`config.mk`:
```
export PLATFORM = sky130hd
export DESIGN_NAME = ifetch_unit
export DESIGN_NICKNAME = d
export VERILOG_FILES = /design/src/rtl/ifetch_unit_pkg.sv /design/src/rtl/ifetch_unit_npc_calc.sv /design/src/rtl/ifetch_unit.sv
export SDC_FILE = /design/constraint.sdc
export NUM_CORES = 1
export LEC_CHECK = 0
export CAP_MARGIN = 5
export CORE_MARGIN = 4
export CORE_UTILIZATION = 44
export DETAILED_ROUTE_END_ITERATION = 8
export GPL_TIMING_DRIVEN = 0
export PLACE_DENSITY = 0.78
export SYNTH_ARGS = -nofsm -noshare
export SYNTH_HDL_FRONTEND = slang
export SYNTH_HIERARCHICAL = 1
export SYNTH_SLANG_ARGS = --single-unit
```
`constraint.sdc`:
```
create_clock -name clk -period 5.07 [get_ports clk]
set_input_delay 1.521 -clock clk [delete_from_list [all_inputs] [get_ports clk]]
set_output_delay 1.521 -clock clk [all_outputs]
set_load 0.02 [all_outputs]
```
`src/rtl/ifetch_unit_pkg.sv`:
```
// Shared fetch-stage definitions: next-PC select encodings, fetch FSM states
// and the default reset vector.
package ifetch_unit_pkg;

   localparam logic [1:0] NPC_PLUS4  = 2'b00;
   localparam logic [1:0] NPC_BRANCH = 2'b01;
   localparam logic [1:0] NPC_JUMP   = 2'b10;
   localparam logic [1:0] NPC_JR     = 2'b11;

   localparam logic [31:0] RESET_PC_DEFAULT = 32'h0000_3000;

   typedef enum logic [1:0] {
      S_IDLE  = 2'd0,
      S_FETCH = 2'd1,
      S_WAIT  = 2'd2,
      S_ISSUE = 2'd3
   } fetch_state_e;

endpackage

```
`src/rtl/ifetch_unit_npc_calc.sv`:
```
// Combinational next-PC selection (PLUS4 / BRANCH / JUMP, plus JR when
// IFETCH_JR_EN is defined).
module npc_calc
   import ifetch_unit_pkg::*;
#(
   parameter int AW = 32
) (
   input  logic [AW-1:0] PC,
   input  logic [31:0]   Instr,
   input  logic [1:0]    NPCOp,
   input  logic [31:0]   RD1,
   output logic [AW-1:0] NPC,
   output logic [AW-1:0] PCPlus4
);

   logic [AW-1:0] branch_target;
   logic [AW-1:0] jump_target;
   logic          unused_bits;

   assign PCPlus4 = PC + AW'(4);

   // Branch offset is a signed word count; the sum wraps silently.
   assign branch_target = PCPlus4 + {{(AW-18){Instr[15]}}, Instr[15:0], 2'b00};
   assign jump_target   = {PCPlus4[AW-1:28], Instr[25:0], 2'b00};

   always_comb begin
      NPC = PCPlus4;
      case (NPCOp)
         NPC_BRANCH: NPC = branch_target;
         NPC_JUMP:   NPC = jump_target;
`ifdef IFETCH_JR_EN
         NPC_JR:     NPC = {RD1[AW-1:2], 2'b00};
`endif
         default:    NPC = PCPlus4;
      endcase
   end

`ifdef IFETCH_JR_EN
   assign unused_bits = ^{Instr[31:26], RD1[1:0]};
`else
   assign unused_bits = ^{Instr[31:26], RD1};
`endif

endmodule

```
`src/rtl/ifetch_unit.sv`:
```
// Instruction fetch stage: owns PC, runs the req/gnt/rvalid handshake and holds
// Instr until retirement. JR support is enabled by defining IFETCH_JR_EN.
module ifetch_unit
   import ifetch_unit_pkg::*;
#(
   parameter int            AW       = 32,
   parameter logic [AW-1:0] RESET_PC = RESET_PC_DEFAULT
) (
   input  logic          clk,
   input  logic          rst,
   output logic          imem_req,
   output logic [AW-1:0] imem_addr,
   input  logic          imem_gnt,
   input  logic          imem_rvalid,
   input  logic [31:0]   imem_rdata,
   output logic [31:0]   Instr,
   output logic          instr_valid,
   output logic [AW-1:0] PC,
   output logic [AW-1:0] PCPlus4,
   input  logic [1:0]    NPCOp,
   input  logic [31:0]   RD1,
   input  logic          retire
);

   fetch_state_e  state;
   logic [AW-1:0] npc;

   npc_calc #(.AW(AW)) u_npc_calc (
      .PC      (PC),
      .Instr   (Instr),
      .NPCOp   (NPCOp),
      .RD1     (RD1),
      .NPC     (npc),
      .PCPlus4 (PCPlus4)
   );

   assign imem_addr = PC;

   // imem_req is registered so it is high exactly while the FSM sits in FETCH;
   // inputs not relevant to the current state are simply not looked at.
   always_ff @(posedge clk or posedge rst) begin
      if (rst) begin
         state       <= S_IDLE;
         PC          <= {RESET_PC[AW-1:2], 2'b00};
         Instr       <= '0;
         instr_valid <= 1'b0;
         imem_req    <= 1'b0;
      end else begin
         case (state)
            S_IDLE: begin
               state    <= S_FETCH;
               imem_req <= 1'b1;
            end
            S_FETCH: begin
               if (imem_gnt) begin
                  imem_req <= 1'b0;
                  if (imem_rvalid) begin
                     Instr       <= imem_rdata;
                     instr_valid <= 1'b1;
                     state       <= S_ISSUE;
                  end else begin
                     state <= S_WAIT;
                  end
               end
            end
            S_WAIT: begin
               if (imem_rvalid) begin
                  Instr       <= imem_rdata;
                  instr_valid <= 1'b1;
                  state       <= S_ISSUE;
               end
            end
            S_ISSUE: begin
               if (retire) begin
                  PC          <= {npc[AW-1:2], 2'b00};
                  instr_valid <= 1'b0;
                  imem_req    <= 1'b1;
                  state       <= S_FETCH;
               end
            end
            default: begin
               state    <= S_IDLE;
               imem_req <= 1'b0;
            end
         endcase
      end
   end

endmodule

```
==> results of run 1 <==
## path summary, 6_finish.rpt
check                           slack (ns)     endpoint
worst max-delay path                  0.15  PCPlus4[26]
worst min register to register        0.51    Instr[30]
worst max register to register        0.44       PC[31]
min in group asynchronous             1.71       PC[28]
max in group asynchronous             2.81    Instr[11]
worst min-delay path                  0.51    Instr[30]
## registers in the layout, summed over array words and instances, names as in the netlist
register and count:
Instr 32, PC 30, imem_req 1, instr_valid 1, state 2
## metal layers
| metal | share of wire | global-route usage |
|---|---|---|
| met1 | 0.44 | 0.322 |
| met5 | 0 | 0 |
| met4 | 0.012 | 0.0637 |
| met2 | 0.50 | 0.421 |
| met3 | 0.046 | 0.0391 |
## power groups by stage
stage	Sequential (mW)	Clock [mW]	Combinational, mW
after floorplan	1.39	0	3.09
after global placement	1.16	0	4.92
after detailed placement	1.19	0	5.00
after CTS	1.18	0.719	5.04
after global routing	1.23	0.737	5.44
final	1.18	0.705	5.06
## worst reg2reg max path: stages (launching register included)
cell	delay [ns]
dfrtp_1	0.47
ha_1	0.23
nand3_1	0.20
nor3_4	0.51
nand4_1	0.33
nor2_2	0.21
nand3_1	0.11
xnor2_1	0.20
ha_1	0.30
buf_2	0.17
nand4_1	0.17
nor3b_1	0.39
nand3_1	0.14
nor3_1	0.29
mux2i_1	0.12
nor2_1	0.15
mux2i_1	0.19
o2bb2ai_1	0.08
mux2_2	0.25
## area by class of cell
type | instances | share of cell area
Buffer | 62 | 0.0543
Clock buffer | 9 | 0.0277
Clock inverter | 7 | 0.0125
Inverter | 25 | 0.0118
Multi-Input combinational cell | 470 | 0.464
Sequential cell | 66 | 0.203
Tap cell | 176 | 0.0271
Timing Repair Buffer | 162 | 0.199
## stage by stage
stage	instances	hold WS, ns	power, mW
2_1_floorplan	623	0.583	4.48
3_3_place_gp	961	0.495	6.09
3_5_place_dp	961	0.501	6.18
4_1_cts	977	0.515	6.94
5_1_grt	977	0.529	7.41
6_report	977	0.510	6.95
## repair_timing
| action | CTS | global route |
|---|---|---|
| setup endpoints to repair | 1 | 1 |
| hold endpoints to repair | 0 | 0 |
| resized for setup | 1 | 1 |
==> flow_summary.ini, run 1 <==
[outcome]
outcome = complete, no violations

[setup_path]
slowest_delay_ns = 0.67
worst-path-buf-inv = 1
path_cells = ha_1 -> nand3_1 -> nor3_4 -> nand4_1 -> nor2_2 -> nand3_1 -> xnor2_1 -> clkdlybuf4s50_1
cp.depth = 8
cp-startpoint = PC[2]
r2r-start = PC[2]
cp_top_family = simple AND/OR/NAND/NOR gates
rr_worst_depth = 18
arrival_ns = 3.40
crit_path_end_kind = primary output
crit_top_cell = nand3_1
cp-start-kind = flop
cp_slowest_cell = clkdlybuf4s50_1
required_ns = 3.55
cp_max_fo = 7
critical_path_class = flop to primary output

[place]
routabilityCongestion = 0.915
pre_cts_slack_ns = 0.257
post-dp-hpwl_um = 14400
portBuffers = 162
placed_area_mm2 = 0.00779

[power_and_ir_drop]
netSwitchingFraction = 0.477
p_comb_frac = 0.729
p_leak_nw = 3.61
pwr-share-seq = 0.170
vdd_drop_max_v = 0.000508
p_int_mw = 3.63
power.share.clock = 0.101
p_sw_mw = 3.32
power_density_mw_per_mm2 = 854

[die]
rows = 42
dieArea_mm2 = 0.0154
die_h_um = 124
core_mm2 = 0.0132
io_pins = 201
die_x_um = 124
start_util = 0.448

[layout]
syn_to_final_growth_pct = 37.2
final_cell_mix = clkdlybuf4s50_1, dfrtp_1, nand2_1
regArea_mm2 = 0.00165
multiInputGateArea_mm2 = 0.00377
fin_area_mm2 = 0.00814
layout_commonest_cell = clkdlybuf4s50_1
antenna_cells = 0
fillers = 1138
drive_gt1_frac = 0.200
nNetsFinal = 911
fin_util = 0.614

[detailed_routing]
wl_per_cell_um = 19.3
drc_errors = 0
drtIter0Drc = 404
dr_total_vias = 5425
ant_nets = 0
drt-vias-per-instance = 5.55
finalWirelength_um = 18900
drt_first_pass_iters = 5

[hold_path]
whs_path_depth = 1
hp-start = Instr[30]
worstHoldPathType = flop to flop

[sta]
fmax_ghz = 0.203
setup_slack_ns = 0.149
fin_skew_ns = 0.00859
hold_viol = 0
finalCritPeriodShare = 0.971
fin_tns_setup_ns = 0
fin_crit_ns = 4.92
finalSetupViolations = 0
grt_setup_unrepaired = false
worst_slew_margin_rel = 0.414
tightest_slew_ns = 0.879
drv_slew = 0

[logic_synthesis]
netlist_area_mm2 = 0.00593
synth_warnings = 6
synth.avg_cell_area_um2 = 9.60
synthCells = 618

[grt]
grt_use_total = 0.245
grt_pass1_vias = 5470
grt_max_degree = 67
grt-ovfl-total = 0
antenna_found_initial = 0
grt_pass1_wl_um = 29200

[cts]
clock_latency_ns = 0.35
clockBufferDepth = 2
cts_root_buffer = clkbuf_16
cts_buffers = 9
cts_htree_levels = 3
clk_pin_slew_worst_paths_ns = 0.06
cts_hold_buf = 0
cts_tree = built
post-cts-setup-buffers = 0
clkSinkCount = 66

[flow_run]
maxCapViolCount = 0
Note: power is estimated with default switching activity, not from simulation.
==> run 2: changes to the inputs <==
--- a/config.mk
+++ b/config.mk
@@ -6,6 +6,7 @@
 export NUM_CORES = 1
 export LEC_CHECK = 0
 export CAP_MARGIN = 5
+export CORE_ASPECT_RATIO = 1.5
 export CORE_MARGIN = 4
 export CORE_UTILIZATION = 44
 export DETAILED_ROUTE_END_ITERATION = 8
==> run 2 against run 1 <==
Clock power fell by 8.5%. Critical path depth fell by 2. First-iteration DRC count fell by 23%. Flip-flop and latch count did not move. Count of clock-buffer cells in the layout did not move. Power fell by 0.82%. Wire length rose by 0.53%. Sequential share of layout area rose by 0.14 points. Largest cell class unchanged. Via count rose by 1.2%. Core utilization rose by 0.34 points. Non-clock buffer count did not move. Worst hold slack improved by 0.00088 ns.
==> flow_summary.ini, run 2 (synthesis results as in run 1) <==
[place]
routabilityCongestion = 0.894
placed_cells = 944
pre_cts_slack_ns = 0.326
portBuffers = 162
post-dp-hpwl_um = 14600
placed_area_mm2 = 0.00777

[sta]
finalCritPeriodShare = 0.985
drv_slew = 0
fin_tns_setup_ns = 0
setup_slack_ns = 0.0768
worst_slew_margin_rel = 0.259
grt_setup_unrepaired = false
finalSetupViolations = 0
fmax_ghz = 0.200
tightest_slew_ns = 1.10
fin_skew_ns = 0.0112
hold_viol = 0
fin_crit_ns = 4.99

[detailed_routing]
finalWirelength_um = 19000
wl_per_cell_um = 19.8
routed.top_layer = met4
drc_errors = 0
drt-vias-per-instance = 5.72
dr_total_vias = 5489
wl_met3_um = 1280
met2_length_um = 10100
drt-met1-wl_um = 7080
drt_first_pass_iters = 5
ant_nets = 0
drtIter0Drc = 313

[power_and_ir_drop]
p_int_mw = 3.58
p_leak_nw = 3.60
netSwitchingFraction = 0.481
p_comb_frac = 0.734
vdd_drop_max_v = 0.000487
pwr-share-seq = 0.173
power.share.clock = 0.094
power_density_mw_per_mm2 = 853
p_sw_mw = 3.31

[setup_path]
slowest_delay_ns = 0.98
critical_path_class = flop to primary output
crit_path_end_kind = primary output
path_cells = nand3_1 -> nor4_2 -> nand2_1 -> nor2_1 -> xor2_1 -> clkdlybuf4s50_1
cp_top_family = simple AND/OR/NAND/NOR gates
cp_slowest_cell = nor4_2
required_ns = 3.55
cp-start-kind = flop
cp_max_fo = 7
worst-path-buf-inv = 1
arrival_ns = 3.47

[cts]
ctsResizeCount = 0
cts_root_buffer = clkbuf_16
clk_pin_slew_worst_paths_ns = 0.06
clockBufferDepth = 2
clkSinkCount = 66
cts_htree_levels = 3
post-cts-setup-buffers = 0
clock_latency_ns = 0.34
cts_buffers = 9
cts_tree = built
cts_hold_buf = 0

[grt]
grt_max_degree = 67
grt_pass1_vias = 5678
antenna_found_initial = 0
grt-ovfl-total = 0
grt_use_total = 0.245
grt_pass1_wl_um = 29400

[layout]
largest_reg_flops = 32
instances_no_fill = 960
fillers = 1103
antenna_cells = 0
fin_area_mm2 = 0.00808
layout_commonest_cell = clkdlybuf4s50_1
final_cell_mix = clkdlybuf4s50_1, dfrtp_1, nand2_1
fin_util = 0.618
nNetsFinal = 911
drive_gt1_frac = 0.200
syn_to_final_growth_pct = 36.2
largest_registers = Instr (32), PC (30), state (2)
top_register = Instr

[die]
rows = 51
core_mm2 = 0.0131
start_util = 0.453
die_h_um = 150
io_pins = 201
dieArea_mm2 = 0.0154
die_x_um = 103

[flow_run]
maxCapViolCount = 0

[hold_path]
worstHoldPathType = flop to flop

[outcome]
outcome = complete, no violations
-- run 2: worst paths after layout --
kind	start	end	slack (ns)	depth (start not counted)
min in group asynchronous	rst	imem_req	1.71	2
max	PC[2]	PCPlus4[25]	0.08	6
max reg2reg	PC[2]	PC[31]	0.29	16
max in group asynchronous	rst	PC[19]	2.77	2
min	Instr[31]	Instr[31]	0.51	1
min reg2reg	Instr[31]	Instr[31]	0.51	1
-- run 2: through the flow --
stage	power (mW)	hold WS (ns)
after floorplan	4.48	0.583
after global placement	6.08	0.496
after detailed placement	6.18	0.496
after CTS	6.87	0.514
after global routing	7.33	0.527
final	6.89	0.511
-- run 2: layer usage --
metal,up-vias,GRT usage
met3,39,0.0505
met4,0,0.0901
li1,2554,-
met2,214,0.442
met1,2682,0.278
met5,-,0
-- run 2: power groups by stage --
stage	sequential, mW	clock [mW]	combinational [mW]
global placement	1.18	0	4.91
floorplan	1.39	0	3.09
finish	1.19	0.645	5.06
detailed placement	1.19	0	4.98
global route	1.24	0.673	5.41
CTS	1.19	0.653	5.03
-- run 2: layout make-up --
| class | instances | area (um2) | area share |
|---|---|---|---|
| Buffer | 62 | 442 | 0.0547 |
| Clock inverter | 7 | 76.3 | 0.00945 |
| Timing Repair Buffer | 162 | 1620 | 0.201 |
| Sequential cell | 66 | 1650 | 0.205 |
| Clock buffer | 9 | 225 | 0.0279 |
| Inverter | 25 | 96.3 | 0.0119 |
| Multi-Input combinational cell | 470 | 3770 | 0.466 |
| Tap cell | 159 | 199 | 0.0246 |
